[src/rtl/simplerisc_pkg.sv]
// Shared types and constants for the SimpleRISC multi-cycle sequencer.
package simplerisc_pkg;

    // Sequencer states; the numeric codes are visible on the state port.
    typedef enum logic [2:0] {
        StFetch   = 3'd0,
        StDecode  = 3'd1,
        StExecute = 3'd2,
        StMem     = 3'd3,
        StWb      = 3'd4,
        StHalt    = 3'd5,
        StFault   = 3'd6
    } seq_state_e;

    // Register-file write-back source select.
    localparam logic [1:0] WB_ALU = 2'd0;
    localparam logic [1:0] WB_LD  = 2'd1;
    localparam logic [1:0] WB_PC4 = 2'd2;

    localparam logic [31:0] DEFAULT_RESET_PC = 32'h0000_0000;

    // Branch decision for the instruction currently in EXECUTE.
    function automatic logic branch_taken(
        input logic is_ubranch,
        input logic is_call,
        input logic is_ret,
        input logic is_beq,
        input logic is_bgt,
        input logic flag_e,
        input logic flag_gt
    );
        return is_ubranch | is_call | is_ret | (is_beq & flag_e) | (is_bgt & flag_gt);
    endfunction

endpackage

[src/rtl/simplerisc_mem_timeout.sv]
// Wait-state counter shared by the FETCH and MEM handshakes; flags the last allowed cycle.
module simplerisc_mem_timeout #(
    parameter int unsigned MaxCount = 16
) (
    input  logic clk,
    input  logic rst,
    input  logic clr_i,
    input  logic en_i,
    output logic expired_o
);

    localparam int unsigned CntW = $clog2(MaxCount) + 1;
    localparam logic [CntW-1:0] LastCount = CntW'(MaxCount - 1);

    logic [CntW-1:0] count_d, count_q;

    // Clear has priority so a state change or ack always restarts the window.
    always_comb begin
        count_d = count_q;
        if (clr_i) begin
            count_d = '0;
        end else if (en_i) begin
            count_d = count_q + 1'b1;
        end
    end

    // Counter register.
    always_ff @(posedge clk) begin
        if (rst) begin
            count_q <= '0;
        end else begin
            count_q <= count_d;
        end
    end

    // Expired means this is the final cycle that may still see an ack.
    assign expired_o = (count_q == LastCount);

endmodule

[src/rtl/simplerisc_seq_ctrl.sv]
// Multi-cycle FETCH/DECODE/EXECUTE/MEM/WB sequencer: owns the PC, handshakes with
// instruction and data memory, resolves branches and drives datapath strobes.
module simplerisc_seq_ctrl
    import simplerisc_pkg::*;
#(
    parameter logic [31:0] RESET_PC    = DEFAULT_RESET_PC,
    parameter int unsigned MEM_TIMEOUT = 16
) (
    input  logic        clk,
    input  logic        rst,
    output logic        imem_req,
    input  logic        imem_ack,
    output logic        ir_we,
    input  logic        is_ld,
    input  logic        is_st,
    input  logic        is_wb,
    input  logic        is_cmp,
    input  logic        is_beq,
    input  logic        is_bgt,
    input  logic        is_ubranch,
    input  logic        is_call,
    input  logic        is_ret,
    input  logic        is_halt,
    input  logic        flag_e,
    input  logic        flag_gt,
    input  logic [31:0] branch_target,
    input  logic [31:0] ret_addr,
    output logic        alu_en,
    output logic        flags_we,
    output logic        dmem_req,
    output logic        dmem_we,
    input  logic        dmem_ack,
    output logic        reg_we,
    output logic [1:0]  wb_sel,
    output logic [31:0] pc,
    output logic        halted,
    output logic        fault,
    output logic [2:0]  state
);

    seq_state_e  state_d, state_q;
    logic [31:0] pc_d, pc_q;
    logic        taken_d, taken_q;

    logic taken_now;
    logic taken_sel;
    logic ack_hit;
    logic wait_cycle;
    logic tmo_clr;
    logic tmo_expired;

    assign taken_now = branch_taken(is_ubranch, is_call, is_ret, is_beq, is_bgt,
                                    flag_e, flag_gt);

    // Leaving EXECUTE straight to FETCH happens before taken_q is loaded.
    assign taken_sel = (state_q == StExecute) ? taken_now : taken_q;

    assign ack_hit    = ((state_q == StFetch) & imem_ack) | ((state_q == StMem) & dmem_ack);
    assign wait_cycle = ((state_q == StFetch) & ~imem_ack) | ((state_q == StMem) & ~dmem_ack);
    assign tmo_clr    = (state_d != state_q) | ack_hit;

    simplerisc_mem_timeout #(
        .MaxCount (MEM_TIMEOUT)
    ) u_timeout (
        .clk       (clk),
        .rst       (rst),
        .clr_i     (tmo_clr),
        .en_i      (wait_cycle),
        .expired_o (tmo_expired)
    );

    // Next-state, branch flag and PC update.
    always_comb begin
        state_d = state_q;
        taken_d = taken_q;
        pc_d    = pc_q;

        unique case (state_q)
            StFetch: begin
                if (imem_ack) begin
                    state_d = StDecode;
                end else if (tmo_expired) begin
                    state_d = StFault;
                end
            end
            StDecode: begin
                state_d = is_halt ? StHalt : StExecute;
            end
            StExecute: begin
                taken_d = taken_now;
                if (is_ld | is_st) begin
                    state_d = StMem;
                end else if (is_wb | is_call) begin
                    state_d = StWb;
                end else begin
                    state_d = StFetch;
                end
            end
            StMem: begin
                if (dmem_ack) begin
                    state_d = is_ld ? StWb : StFetch;
                end else if (tmo_expired) begin
                    state_d = StFault;
                end
            end
            StWb: begin
                state_d = StFetch;
            end
            StHalt, StFault: begin
                state_d = state_q;
            end
            default: begin
                state_d = StFault;
            end
        endcase

        // PC advances only as an instruction retires, so WB still sees the old pc.
        if ((state_d == StFetch) &&
            ((state_q == StExecute) || (state_q == StMem) || (state_q == StWb))) begin
            if (taken_sel) begin
                pc_d = is_ret ? ret_addr : branch_target;
            end else begin
                pc_d = pc_q + 32'd4;
            end
        end
    end

    // State, PC and taken registers.
    always_ff @(posedge clk) begin
        if (rst) begin
            state_q <= StFetch;
            pc_q    <= RESET_PC;
            taken_q <= 1'b0;
        end else begin
            state_q <= state_d;
            pc_q    <= pc_d;
            taken_q <= taken_d;
        end
    end

    // Moore strobes; rst gates them so nothing is requested while in reset.
    always_comb begin
        imem_req = 1'b0;
        ir_we    = 1'b0;
        alu_en   = 1'b0;
        flags_we = 1'b0;
        dmem_req = 1'b0;
        dmem_we  = 1'b0;
        reg_we   = 1'b0;
        wb_sel   = WB_ALU;
        halted   = 1'b0;
        fault    = 1'b0;

        if (!rst) begin
            unique case (state_q)
                StFetch: begin
                    imem_req = 1'b1;
                    ir_we    = imem_ack;
                end
                StExecute: begin
                    alu_en   = 1'b1;
                    flags_we = is_cmp;
                end
                StMem: begin
                    dmem_req = 1'b1;
                    dmem_we  = is_st;
                end
                StWb: begin
                    reg_we = 1'b1;
                    if (is_ld) begin
                        wb_sel = WB_LD;
                    end else if (is_call) begin
                        wb_sel = WB_PC4;
                    end else begin
                        wb_sel = WB_ALU;
                    end
                end
                StHalt:   halted = 1'b1;
                StFault:  fault  = 1'b1;
                default: begin
                end
            endcase
        end
    end

    assign pc    = pc_q;
    assign state = state_q;

endmodule

[config.mk]
export PLATFORM = sky130hd
export DESIGN_NAME = simplerisc_seq_ctrl
export DESIGN_NICKNAME = d
export VERILOG_FILES = /design/src/rtl/simplerisc_pkg.sv /design/src/rtl/simplerisc_mem_timeout.sv /design/src/rtl/simplerisc_seq_ctrl.sv
export SDC_FILE = /design/constraint.sdc
export NUM_CORES = 1
export LEC_CHECK = 0
export CELL_PAD_IN_SITES_DETAIL_PLACEMENT = 0
export CELL_PAD_IN_SITES_GLOBAL_PLACEMENT = 2
export CORE_AREA = 2 2 117 131
export DETAILED_ROUTE_END_ITERATION = 8
export DIE_AREA = 0 0 119 133
export PLACE_DENSITY = 0.8
export SLEW_MARGIN = 0
export SYNTH_ARGS = -nofsm -noshare
export SYNTH_HDL_FRONTEND = slang
export SYNTH_SLANG_ARGS = --single-unit
[constraint.sdc]
create_clock -name clk -period 1.9 [get_ports clk]
set_input_delay 0.38 -clock clk [delete_from_list [all_inputs] [get_ports clk]]
set_output_delay 0.38 -clock clk [all_outputs]
set_load 0.05 [all_outputs]
After elaboration in Yosys (flattened, before gate mapping)
Index checks and enable logic that the tools add are counted.
{ "totals": {"register_bits": 41, "latchBits": 0, "ramBits": 0, "rom_bits": 0, "in_bits": 80, "output_inout_bits": 46, "memories": 0} }
{ "op_classes": {"addsub": 2, "n_mul": 0, "n_div": 0, "n_lt_le_gt_ge": 0, "n_eq_ne": 8, "shift": 0, "muxes": 33, "n_bitwise": 17, "n_reduce_logical": 7} }
{ "op_table": {"columns": ["operator", "n"], "rows": [
  ["$mux 32", 2],
  ["$add 32x3->32 const B", 1],
  ["$mux 3", 7],
  ["$mux 1", 19],
  ["$pmux 3 s6", 1],
  ["$eq 3x3->1 const B", 3],
  ["$or 1x1->1", 9],
  ["$mux 2", 4],
  ["$and 1x1->1", 6],
  ["$eq 3x2->1 const B", 2],
  ["$logic_not 3->1", 2],
  ["$add 5x1->5 const B", 1],
  ["$eq 5x4->1 const B", 1],
  ["$reduce_or 2->1", 2],
  ["$eq 3x1->1 const B", 1],
  ["$ne 3x3->1", 1],
  ["$logic_or 1x1->1", 2],
  ["$not 1->1", 2],
  ["$logic_and 1x1->1", 1]
]} }

Logic depth before layout (Yosys ltp)
{ "logic_depth": {"depth_word": 7, "mapped_depth": 8} }

By module
From an unflattened synthesis, not the netlist that was laid out.
{ "unflattened": {"cells_unflattened": 401, "hier_area_um2": 3221.8} }
{ "by_module_without_submodules": {"columns": ["module", "n_inst", "cells_each", "area_each_um2", "seq_area_each_um2"], "rows": [
  ["simplerisc_seq_ctrl", 1, 377, 2964.1, 720.7],
  ["simplerisc_mem_timeout", 1, 24, 257.7, 100.1]
]} }

Worst setup path before layout
Ideal clock, no wire load.
{ "synth_timing": {"path_kind": "register to output", "from": "reg state_q[1] (netlist: state[1])", "to": "out ir_we", "arrival_ns": 3.071, "required_time_ns": 1.520, "path_slack_ns": -1.551, "path_stages_with_launch": 5, "n_path_buf": 2, "path_cell_list": "dfxtp_1 > buf_2 > clkbuf_1 > nor4_1 > and2_1"} }
{ "synth_via": {"elab_chain_len": 3} }
{ "synth_rtl": {"columns": ["element", "line", "rtl"], "rows": [
  ["start: declaration", "simplerisc_seq_ctrl.sv:41", "seq_state_e state_d, state_q;"],
  ["start signal: assignment", "simplerisc_seq_ctrl.sv:131", "state_q <= StFetch;"],
  ["start signal: assignment", "simplerisc_seq_ctrl.sv:135", "state_q <= state_d;"],
  ["$logic_not 3->1", "simplerisc_seq_ctrl.sv:155", "unique case (state_q)"],
  ["$mux 1", "simplerisc_seq_ctrl.sv:155", null],
  ["$mux 1", "simplerisc_seq_ctrl.sv:154", "if (!rst) begin"],
  ["end: declaration", "simplerisc_seq_ctrl.sv:13", "output logic ir_we,"]
]} }
Every way passes these cells.

Final worst setup path
{ "layout_timing": {"from": "in is_ld", "to": "reg pc_q[30] (netlist: pc[30])"} }
{ "layout_via": {"elab_chain_len": 5} }
{ "layout_rtl": {"columns": ["element", "line", "rtl"], "rows": [
  ["start: declaration", "simplerisc_seq_ctrl.sv:14", "input logic is_ld,"],
  ["$or 1x1->1 / $mux 3 (equally long branches)", "simplerisc_seq_ctrl.sv:91, simplerisc_seq_ctrl.sv:101", null],
  ["$mux 3 (on tied branches)", "simplerisc_seq_ctrl.sv:91, simplerisc_seq_ctrl.sv:100", null],
  ["$pmux 3 s6 *", "simplerisc_seq_ctrl.sv:78", "unique case (state_q)"],
  ["$logic_not 3->1 *", "simplerisc_seq_ctrl.sv:118", "if ((state_d == StFetch) &&"],
  ["$logic_and 1x1->1 *", "simplerisc_seq_ctrl.sv:118", null],
  ["end signal: assignment", "simplerisc_seq_ctrl.sv:136", "pc_q <= pc_d;"],
  ["end: declaration", "simplerisc_seq_ctrl.sv:42", "logic [31:0] pc_d, pc_q;"]
]} }
Mark *: on every way between the ends. The rest lies on a longest branch, timed or not.
A chain may end at the register's enable or synchronous reset.

==> impl_metrics.tcl <==
set metrics [dict create \
    outcome "finished, final reports clean" \
    ys_top_cells_by_area "dfxtp_1, mux2i_1, a21oi_1" \
    period_needed_ns 1.87 \
    place_congestion 0.828 \
    leakage_nw 2.22 \
    fin_crit_sh_pct 98.6 \
    p_per_area_nw_per_um2 518 \
    die_w_um 119 \
    critPathSlowestCell "clkdlybuf4s50_1" \
    switchingPower_mw 0.995 \
    synth.avg_cell_area_um2 7.98 \
    path_cells "clkdlybuf4s50_1, nand2_2, o221ai_2, buf_4, a221o_1, o32ai_1, a311o_1" \
    cp.required_ns 2.07 \
    synthesis.area_um2 3130 \
    crit_fanout 4 \
    initial_utilization_pct 21.4 \
    layout_common_cells "buf_4, clkdlybuf4s50_1, a21oi_1" \
    seqPwrFrac_pct 30.4 \
    clk_pin_slew_ns 0.06 \
    synth_top_area_share_pct 26.2 \
    hold_viol 0 \
    drt-vias-per-instance 5.05 \
    io_buffers 125 \
    clock_sinks 41 \
    clockPowerShare_pct 31.6 \
    die_area_um2 15800 \
    routed_wl_mm 13.7 \
    dp_slack_ns -0.377 \
    cp.arrival_ns 2.05 \
    syn_nets 475 \
    htree_levels 2 \
    drt_iter0_drc 242 \
    grt_first_pass_wirelength_mm 20.8 \
    holdBufCountCts 0 \
    postLayoutCoreUtil_pct 39.7 \
    crit_start "is_ld" \
    fin_nets 670 \
    cts_inserted_buffers 5 \
    max-slew-margin-rel_pct 64.8 \
    final_common_cell "buf_4" \
    sw_frac_of_total_pct 33.1 \
    worstReg2RegStart "state[0]$_SDFF_PP0_" \
    synth-edff-count 0 \
    firstDrtPassIters 4 \
    grt_max_degree 34 \
    max_freq_mhz 534 \
    hold_class "reg -> reg" \
    die_h_um 133 \
    clk_latency_ns 0.29 \
    max-cap-violations 0 \
    yosysSeqAreaShare_pct 26.2 \
    setup_viol 0 \
    vdd_drop_max_mv 0.334 \
    drcViolationCount 0 \
    wl_per_cell_um 17.5 \
    n_antenna_cell 0 \
    rows 47 \
    area_growth_pct 85.8 \
    antenna_found_initial 0 \
    drive_above_1_share_pct 41.8 \
    root_buffer "clkbuf_16" \
    hold_slack_ns 0.492 \
    path_class "in -> reg" \
    grt_overflow 0 \
    dpl.hpwl_mm 10.1 \
    fin_ws_ns 0.0259 \
    ys_ff_latch 41 \
    start_kind "input pin" \
    worst-path-buf-inv 2 \
    endpoint_kind "register" \
    grt_pass1_vias 3932 \
    synth_flop_cell "dfxtp_1" \
    track_usage_pct 16.4 \
    hp-start "pc[31]$_SDFFE_PP0P_" \
    max_stage_delay_ns 0.54 \
    finalClockSkew_ns 0.00645 \
    drtAntennaViolNets 0 \
    syn-instance-count 392 \
    synth_cell_types 65 \
    worst_pin_slew_ns 0.526 \
    ys_async_sr_fraction_pct 0 \
    yosysWarnings 0 \
    cp_top_family "compound AO/OA/AOI/OAI gates" \
    yosysTopAreaCell "dfxtp_1" \
    vias 3963 \
    rsz0062_at_grt "yes" \
    maxSlewViolCount 0 \
    cts_tree "done" \
    pwr-share-comb_pct 38.0 \
    core_um2 14600 \
    clockBufferDepth 2 \
    io_pins 126 \
    intPower_mw 2.01 \
]
## stage by stage
step	total power, mW	setup TNS (ns)	instances	instance area [um^2]
2_1_floorplan	1.47	-0.705	392	3370
3_3_place_gp	1.94	-9.43	753	5230
3_5_place_dp	1.95	-10.76	753	5230
4_1_cts	2.92	-0.0148	762	5450
5_1_grt	3.14	-0.368	784	5810
6_report	3.01	0	784	5810
## layout make-up
| type | instances | area, um^2 |
|---|---|---|
| Clock inverter | 2 | 16.3 |
| Multi-Input combinational cell | 307 | 2370 |
| Inverter | 15 | 56.3 |
| Timing Repair Buffer | 217 | 2080 |
| Sequential cell | 41 | 891 |
| Fill cell | 1488 | 8830 |
| Clock buffer | 6 | 150 |
| Tap cell | 196 | 245 |
## flip-flops by register name, summed over array words and instances (netlist names)
signal,count
state,3
u_timeout.count_q,5
pc,32
taken_q,1
## kinds of logic (layout without fill, tap and decap cells)
group	count (synthesis)	after routing	share of synthesized area, %
compound gates	123	124	27.8
xor+xnor	3	3	0.840
fa+ha+maj	3	3	1.20
buf+inv	45	240	6.00
flops	41	41	26.2
mux	32	32	10.8
simple gates	145	145	27.2
## repair_timing
action | in CTS | in global routing
pin swaps | 2 | 32
cloned | 1 | 1
buffers inserted | 0 | 21
endpoints found under the setup margin | 22 | 41
resized for setup | 10 | 43
## per-layer routing
metal | GRT usage, % | vias up | share of wire [%]
met1 | 20.4 | 1924 | 44
li1 | - | 1915 | -
met2 | 29.9 | 116 | 51
met3 | 2.72 | 8 | 4.7
met5 | 0 | - | 0
met4 | 2.98 | 0 | 0.72
## worst reg2reg max path, delay by kind of cell, from the launching register on
kind	cells	cell delay [ns]
simple gates	3	0.87
flops	1	0.38
buf+inv	2	0.27
compound gates	2	0.24
## power by group through the flow
stage               registers [mW]  clock network, mW  logic, mW
floorplan                    0.994                  0      0.479
global placement             0.932                  0       1.00
detailed placement           0.933                  0       1.02
CTS                          0.915              0.967       1.03
global route                 0.919               1.01       1.21
finish                       0.915              0.950       1.14
## path summary, 6_finish.rpt
path	end	slack, ns	cells past startpoint
worst max-delay path	pc[30]$_SDFFE_PP0P_	0.03	7
worst min-delay path	pc[31]$_SDFFE_PP0P_	0.49	2
worst max register to register	u_timeout.count_q[3]$_SDFFE_PP0P_	0.03	7
worst min register to register	pc[31]$_SDFFE_PP0P_	0.49	2
## cell usage after synthesis (3+ instances only)
master / instances
buf_2: 9
or2_2: 4
o31ai_1: 3
o21ai_0: 21
a32o_1: 3
ha_1: 3
nor3_1: 15
nand4_1: 11
o32ai_1: 13
o2111ai_1: 3
a31oi_1: 3
nand2_1: 19
mux2i_1: 19
clkbuf_1: 17
dfxtp_1: 41
nand2b_1: 4
nand3_1: 27
inv_1: 15
a21oi_1: 30
and2_1: 5
or3_1: 3
and4_1: 3
a211oi_1: 14
mux2_2: 13
a22oi_1: 3
nor2_1: 25
o31a_1: 4
o22ai_1: 4
and3_1: 6
nor4_1: 4
(Power assumes the default switching activity.)
